$ cat src/rtl/xgmii_pkg.sv
`default_nettype none
// ============================================================================
// Package  : xgmii_pkg
// Brief    : Shared XGMII control codes, Ethernet framing constants, CRC-32
//            constants and the receive decoder state type.
// Revision : 1.0 - initial release
// ============================================================================
package xgmii_pkg;

  // XGMII control characters (valid when the lane control bit is 1)
  localparam logic [7:0] XGMII_IDLE   = 8'h07;
  localparam logic [7:0] XGMII_START  = 8'hFB;
  localparam logic [7:0] XGMII_TERM   = 8'hFD;
  localparam logic [7:0] XGMII_ERROR  = 8'hFE;

  // Ethernet preamble / start-of-frame delimiter
  localparam logic [7:0] ETH_PREAMBLE = 8'h55;
  localparam logic [7:0] ETH_SFD      = 8'hD5;
  localparam int         PREAMBLE_LEN = 6;

  // Reflected CRC-32; the running register over payload + FCS lands on RESIDUE
  localparam logic [31:0] CRC32_INIT    = 32'hFFFF_FFFF;
  localparam logic [31:0] CRC32_POLY    = 32'hEDB8_8320;
  localparam logic [31:0] CRC32_RESIDUE = 32'hDEBB_20E3;

  // FCS is 4 bytes, so holding 5 bytes back lets the last payload byte carry tlast
  localparam int DELAY_DEPTH = 5;

  typedef enum logic [1:0] {
    RX_IDLE     = 2'd0,
    RX_PREAMBLE = 2'd1,
    RX_PAYLOAD  = 2'd2,
    RX_DROP     = 2'd3
  } rx_state_t;

endpackage
`default_nettype wire

$ cat src/rtl/eth_crc32_8.sv
`default_nettype none
// ============================================================================
// Module   : eth_crc32_8
// Brief    : Combinational byte-wide Ethernet CRC-32 update (reflected,
//            LSB-first). Shared between the RX decoder and TX encoder.
// Revision : 1.0 - initial release
// ============================================================================
module eth_crc32_8
  import xgmii_pkg::*;
(
  input  logic [31:0] i_crc_in,
  input  logic [7:0]  i_data,
  output logic [31:0] o_crc_out
);

  logic [31:0] w_crc;

  // Fold the byte in, then run eight LSB-first shift/XOR steps
  always_comb begin
    w_crc = i_crc_in ^ {24'h00_0000, i_data};
    for (int i = 0; i < 8; i++) begin
      if (w_crc[0]) begin
        w_crc = (w_crc >> 1) ^ CRC32_POLY;
      end else begin
        w_crc = w_crc >> 1;
      end
    end
    o_crc_out = w_crc;
  end

endmodule
`default_nettype wire

$ cat src/rtl/xgmii_rx_decode.sv
`default_nettype none
// ============================================================================
// Module   : xgmii_rx_decode
// Brief    : Byte-wide XGMII receive decoder. Checks and strips preamble/SFD,
//            checks CRC-32 and length, strips FCS via a 5-byte delay line and
//            emits payload on a non-backpressurable AXI-stream master with
//            per-frame status pulses.
// Revision : 1.0 - initial release
// ============================================================================
module xgmii_rx_decode
  import xgmii_pkg::*;
#(
  parameter int DATA_WIDTH = 8,
  parameter int CTRL_WIDTH = DATA_WIDTH / 8,
  parameter int MIN_FRAME  = 64,
  parameter int MAX_FRAME  = 1518
) (
  input  logic                  clk,
  input  logic                  rst,
  input  logic [DATA_WIDTH-1:0] xgmii_d,
  input  logic [CTRL_WIDTH-1:0] xgmii_c,
  output logic [7:0]            m_axis_tdata,
  output logic                  m_axis_tvalid,
  output logic                  m_axis_tlast,
  output logic                  m_axis_tuser,
  output logic                  stat_rx_frame_good,
  output logic                  stat_rx_frame_bad,
  output logic                  stat_rx_err_preamble
);

  generate
    if (DATA_WIDTH != 8) begin : g_bad_width
      $error("xgmii_rx_decode: only DATA_WIDTH = 8 is supported");
    end
  endgenerate

  localparam logic [15:0] C_MIN_LEN  = 16'(MIN_FRAME);
  localparam logic [15:0] C_MAX_LEN  = 16'(MAX_FRAME);
  localparam logic [15:0] C_LEN_SAT  = 16'hFFFF;
  localparam logic [2:0]  C_DL_FULL  = 3'(DELAY_DEPTH);
  localparam logic [2:0]  C_PRE_LAST = 3'(PREAMBLE_LEN);

  rx_state_t   r_state;
  logic [2:0]  r_pre_idx;
  logic [31:0] r_crc;
  logic [15:0] r_len;
  logic [7:0]  r_dl [DELAY_DEPTH];
  logic [2:0]  r_dl_cnt;

  logic [7:0]  r_tdata;
  logic        r_tvalid;
  logic        r_tlast;
  logic        r_tuser;
  logic        r_good;
  logic        r_bad;
  logic        r_err_pre;

  logic [7:0]  w_d;
  logic        w_c;
  logic [31:0] w_crc_next;
  logic        w_dl_full;
  logic        w_frame_bad;

  assign w_d         = xgmii_d[7:0];
  assign w_c         = xgmii_c[0];
  assign w_dl_full   = (r_dl_cnt == C_DL_FULL);
  // Saturated length 0xFFFF is naturally > MAX_FRAME
  assign w_frame_bad = (r_crc != CRC32_RESIDUE) || (r_len < C_MIN_LEN) || (r_len > C_MAX_LEN);

  eth_crc32_8 u_crc (
    .i_crc_in  (r_crc),
    .i_data    (w_d),
    .o_crc_out (w_crc_next)
  );

  // Receive FSM: framing, CRC/length tracking, FCS-stripping delay line, registered outputs
  always_ff @(posedge clk or negedge rst) begin
    if (!rst) begin
      r_state   <= RX_IDLE;
      r_pre_idx <= '0;
      r_crc     <= CRC32_INIT;
      r_len     <= '0;
      r_dl_cnt  <= '0;
      for (int i = 0; i < DELAY_DEPTH; i++) begin
        r_dl[i] <= '0;
      end
      r_tdata   <= '0;
      r_tvalid  <= 1'b0;
      r_tlast   <= 1'b0;
      r_tuser   <= 1'b0;
      r_good    <= 1'b0;
      r_bad     <= 1'b0;
      r_err_pre <= 1'b0;
    end else begin
      // Beat and status outputs are single-cycle pulses by default
      r_tvalid  <= 1'b0;
      r_tlast   <= 1'b0;
      r_tuser   <= 1'b0;
      r_good    <= 1'b0;
      r_bad     <= 1'b0;
      r_err_pre <= 1'b0;

      case (r_state)
        RX_IDLE: begin
          if (w_c && (w_d == XGMII_START)) begin
            r_state   <= RX_PREAMBLE;
            r_pre_idx <= '0;
          end
        end

        RX_PREAMBLE: begin
          if (!w_c && (r_pre_idx < C_PRE_LAST) && (w_d == ETH_PREAMBLE)) begin
            r_pre_idx <= r_pre_idx + 3'd1;
          end else if (!w_c && (r_pre_idx == C_PRE_LAST) && (w_d == ETH_SFD)) begin
            r_state  <= RX_PAYLOAD;
            r_crc    <= CRC32_INIT;
            r_len    <= '0;
            r_dl_cnt <= '0;
          end else begin
            r_state   <= RX_DROP;
            r_err_pre <= 1'b1;
            r_bad     <= 1'b1;
          end
        end

        RX_PAYLOAD: begin
          if (!w_c) begin
            r_crc   <= w_crc_next;
            r_dl[0] <= w_d;
            for (int i = DELAY_DEPTH - 1; i > 0; i--) begin
              r_dl[i] <= r_dl[i-1];
            end
            if (r_len != C_LEN_SAT) begin
              r_len <= r_len + 16'd1;
            end
            if (w_dl_full) begin
              r_tvalid <= 1'b1;
              r_tdata  <= r_dl[DELAY_DEPTH-1];
            end else begin
              r_dl_cnt <= r_dl_cnt + 3'd1;
            end
          end else if (w_d == XGMII_TERM) begin
            // Oldest held byte is the last payload byte; the rest is FCS
            if (w_dl_full) begin
              r_tvalid <= 1'b1;
              r_tdata  <= r_dl[DELAY_DEPTH-1];
              r_tlast  <= 1'b1;
              r_tuser  <= w_frame_bad;
              r_good   <= !w_frame_bad;
              r_bad    <= w_frame_bad;
            end else begin
              r_bad <= 1'b1;
            end
            r_state <= RX_IDLE;
          end else begin
            // Error/idle/start mid-frame: close out what was emitted as bad
            if (w_dl_full) begin
              r_tvalid <= 1'b1;
              r_tdata  <= r_dl[DELAY_DEPTH-1];
              r_tlast  <= 1'b1;
              r_tuser  <= 1'b1;
            end
            r_bad   <= 1'b1;
            r_state <= RX_IDLE;
          end
        end

        RX_DROP: begin
          if (w_c) begin
            r_state <= RX_IDLE;
          end
        end

        default: begin
          r_state <= RX_IDLE;
        end
      endcase
    end
  end

  assign m_axis_tdata         = r_tdata;
  assign m_axis_tvalid        = r_tvalid;
  assign m_axis_tlast         = r_tlast;
  assign m_axis_tuser         = r_tuser;
  assign stat_rx_frame_good   = r_good;
  assign stat_rx_frame_bad    = r_bad;
  assign stat_rx_err_preamble = r_err_pre;

endmodule
`default_nettype wire

$ cat config.mk
export PLATFORM = sky130hd
export DESIGN_NAME = xgmii_rx_decode
export DESIGN_NICKNAME = d
export VERILOG_FILES = /design/src/rtl/xgmii_pkg.sv /design/src/rtl/eth_crc32_8.sv /design/src/rtl/xgmii_rx_decode.sv
export SDC_FILE = /design/constraint.sdc
export NUM_CORES = 1
export LEC_CHECK = 0
export ABC_AREA = 1
export CAP_MARGIN = 20
export CORE_MARGIN = 4
export CORE_UTILIZATION = 61
export DETAILED_ROUTE_END_ITERATION = 7
export GPL_TIMING_DRIVEN = 0
export PLACE_DENSITY = 0.88
export RECOVER_POWER = 50
export SYNTH_ARGS = -nofsm -noshare
export SYNTH_HDL_FRONTEND = slang
export SYNTH_SLANG_ARGS = --single-unit
$ cat constraint.sdc
create_clock -name clk -period 2.3 [get_ports clk]
set_input_delay 0.345 -clock clk [delete_from_list [all_inputs] [get_ports clk]]
set_output_delay 0.345 -clock clk [all_outputs]
set_load 0.005 [all_outputs]
==> impl_metrics.csv <==
group,metric,value,unit
cts,cts_tree,"done",
worst_setup_path,regToRegStartpoint,"r_state[0]",
detailed_routing,met3WireLength,1.06,mm
worst_setup_path,required,2.61,ns
cts,path_clk_slew,0.10,ns
synthesis,synth_top_family_by_area,"simple AND/OR/NAND/NOR gates",
synthesis,synthFlopType,"dfrtp_1",
synthesis,ys_warn_count,0,
synthesis,synth_edf_count,0,
worst_setup_path,crit_chain,"clkdlybuf4s50_1, inv_2, nand2_1, nand2_1, nand2_1, nand2_1, nand2_1, a21oi_1, nand2_1, nand3_1, o21ai_0",
final_layout,final_nets,864,
cts,htree_num_levels,3,
floorplanning,dieHeight,109,microns
final_layout,n_antenna_cell,0,
floorplanning,core_area,9820,sq um
final_layout,finalCoreUtilization,69.1,%
detailed_routing,firstDrtPassIters,5,
worst_setup_path,crit_path_frequent_cell,"nand2_1",
global_routing,overflow,0,
sta,skew,0.00956,ns
pwr,max-vdd-ir-drop,0.707,mV
worst_setup_path,path_class,"in2reg",
detailed_routing,wl_per_cell,15.6,microns
global_routing,grt_pass1_vias,5379,
detailed_routing,ant_nets,0,
placed_design,hpwl,11.4,mm
cts,clock_latency,0.39,ns
synthesis,async_reset_ff_share,100,%
synthesis,yosysSeqAreaShare,45.0,%
run,max_cap_viol_count,0,
worst_setup_path,cp_max_fo,7,
synthesis,synth_compound_gate_area_share,8.59,%
detailed_routing,via_per_inst,5.59,
global_routing,grt_max_degree,59,
synthesis,yosys.area_share.xor_xnor,6.59,%
cts,numCtsBuffers,9,
sta,slew_headroom,13.3,%
cts,cts_setup_buffers,0,
detailed_routing,drc,0,
worst_setup_path,slowest_delay,0.52,ns
global_routing,track_usage,28.2,%
placed_design,gp_congestion,0.962,
floorplanning,rows,36,
sta,fin_crit_sh,90.9,%
sta,finalWorstSetupSlack,0.209,ns
sta,setup_viol,0,
placed_design,dp_slack,-0.128,ns
sta,rsz0062_at_grt,"false",
synthesis,synth-simple-area-share,30.3,%
sta,hold_slack,0.222,ns
final_layout,final_common_cell,"nand2_1",
sta,finalHoldViolCount,0,
placed_design,placed_cells,966,
worst_hold_path,min_path_type,"in2async",
detailed_routing,dr.max_layer_used,"met4",
worst_setup_path,r2r_setup_slack,0.22,ns
sta,slew_violations,0,
cts,cts_buffer_depth,2,
worst_setup_path,cp.arrival,2.41,ns
sta,final.setup.tns,0,ns
floorplanning,die_area,11900,sq um
pwr,leakage,0.00340,uW
final_layout,area_growth,9.37,%
final_layout,drive_above_1_share,12.0,%
worst_setup_path,startpoint_type,"input port",
global_routing,antenna_found_initial,0,
pwr,p_per_area,1260,nW/um^2
final_layout,final_cell_mix,"nand2_1 (263), inv_1 (82), dfrtp_1 (78)",
synthesis,synth_area_per_cell,7.68,sq um
detailed_routing,wl_met2,7.53,mm
cts,clock_sinks,110,
detailed_routing,drt_iter0_markers,431,
worst_setup_path,cp-startpoint,"xgmii_d[1]",
synthesis,syn-cell-area,6210,sq um
worst_setup_path,critPathCaptureType,"flip-flop",
synthesis,synthAdderAreaFrac,1.81,%
global_routing,grt_pass1_wl,26.0,mm
cts,hold_buffers,0,
synthesis,ys_ff_latch,110,
outcome,status,"finished, final reports clean",
cts,root_buffer,"clkbuf_8",
synthesis,synthMuxAreaShare,0.181,%
worst_setup_path,critical_path.slowest_cell,"clkdlybuf4s50_1",
floorplanning,initial_utilization,63.2,%
synthesis,syn_nets,828,
floorplanning,die_w,109,microns
synthesis,synth_cells,808,
floorplanning,top_level_ports,25,
synthesis,synth.distinct_cells,38,
detailed_routing,routed_wirelength,15.4,mm
sta,fmax,0.478,GHz
detailed_routing,dr_total_vias,5494,
detailed_routing,wl_met1,6.43,mm
sta,worst_slew_pin_slew,1.30,ns
sta,min_period,2.09,ns
placed_design,io_buffers,24,
final_layout,final_cells,982,
-- flip-flops by register name (all words and copies together) (netlist names) --
register,flops
m_axis_tdata,8
m_axis_tlast,1
m_axis_tuser,1
m_axis_tvalid,1
r_crc,32
r_dl,40
r_dl_cnt,3
r_len,16
r_pre_idx,3
r_state,2
stat_rx_err_preamble,1
stat_rx_frame_bad,1
stat_rx_frame_good,1
-- area by class of cell --
class | count | area [sq um]
clock buffer | 10 | 128
clock inverter | 6 | 43.8
tap | 133 | 166
timing repair buffer | 25 | 243
buffer | 22 | 133
sequential | 110 | 2790
fill | 824 | 3030
multi-input combinational | 586 | 2950
inverter | 90 | 338
-- layer usage --
layer  up-vias  GRT usage [%]
met5         -              0
met4         0           10.8
met3        30           5.39
met2       202           46.1
met1      2634           37.5
li1       2628              -
-- critical path: cells and delay by family --
| kind | cells | cell delay [ns] |
|---|---|---|
| and+or+nand+nor | 7 | 0.93 |
| buffers and inverters | 2 | 0.65 |
| AOI/OAI and AO/OA | 2 | 0.46 |
-- cells in the mapped netlist (3+ instances only) --
cell | instances | area [sq um]
nor2_1 | 60 | 225
nand2_1 | 263 | 987
buf_4 | 3 | 22.5
or2_2 | 7 | 43.8
nand4_1 | 17 | 106
dfrtp_1 | 78 | 1950
inv_2 | 8 | 30.0
nor3_1 | 11 | 55.1
inv_1 | 82 | 308
buf_2 | 6 | 30.0
dfstp_2 | 32 | 841
nand2_2 | 8 | 50.1
xnor2_1 | 6 | 52.6
o21a_1 | 5 | 37.5
ha_1 | 9 | 113
nor2_4 | 4 | 45.0
buf_6 | 4 | 45.0
nand3_1 | 49 | 245
a21oi_1 | 25 | 125
o21ai_1 | 3 | 15.0
clkbuf_1 | 8 | 30.0
xor2_1 | 37 | 324
nor2_2 | 4 | 25.0
o21ai_0 | 54 | 270
a22oi_1 | 7 | 52.6
-- kinds of logic after synthesis --
kind of cell,after synthesis
compound gates,98
fa+ha+maj,9
buf+inv,112
simple gates,433
xor+xnor,45
flops,110
mux,1
-- worst paths after layout --
kind,end,depth (start not counted)
max,r_crc[26],11
min,m_axis_tdata[4],1
max reg2reg,r_dl[15],7
min reg2reg,m_axis_tdata[0],2
max in group asynchronous,r_len[13],2
min in group clk,m_axis_tdata[0],2
-- metrics by stage --
stage          instance area (sq um)  power, uW
6_report                        6790       8550
2_1_floorplan                   6210       6290
3_5_place_dp                    6640       7420
3_3_place_gp                    6610       7190
5_1_grt                         6790       9250
4_1_cts                         6810       8520
-- power breakdown --
| group | internal [uW] | switching, uW |
|---|---|---|
| clock | 403 | 686 |
| combinational | 1470 | 2740 |
| sequential | 2790 | 460 |
-- timing repair --
item,in CTS,in global routing
setup endpoints to repair,0,10
hold endpoints to repair,0,0
gates resized for setup,0,2
(Power assumes the default switching activity.)
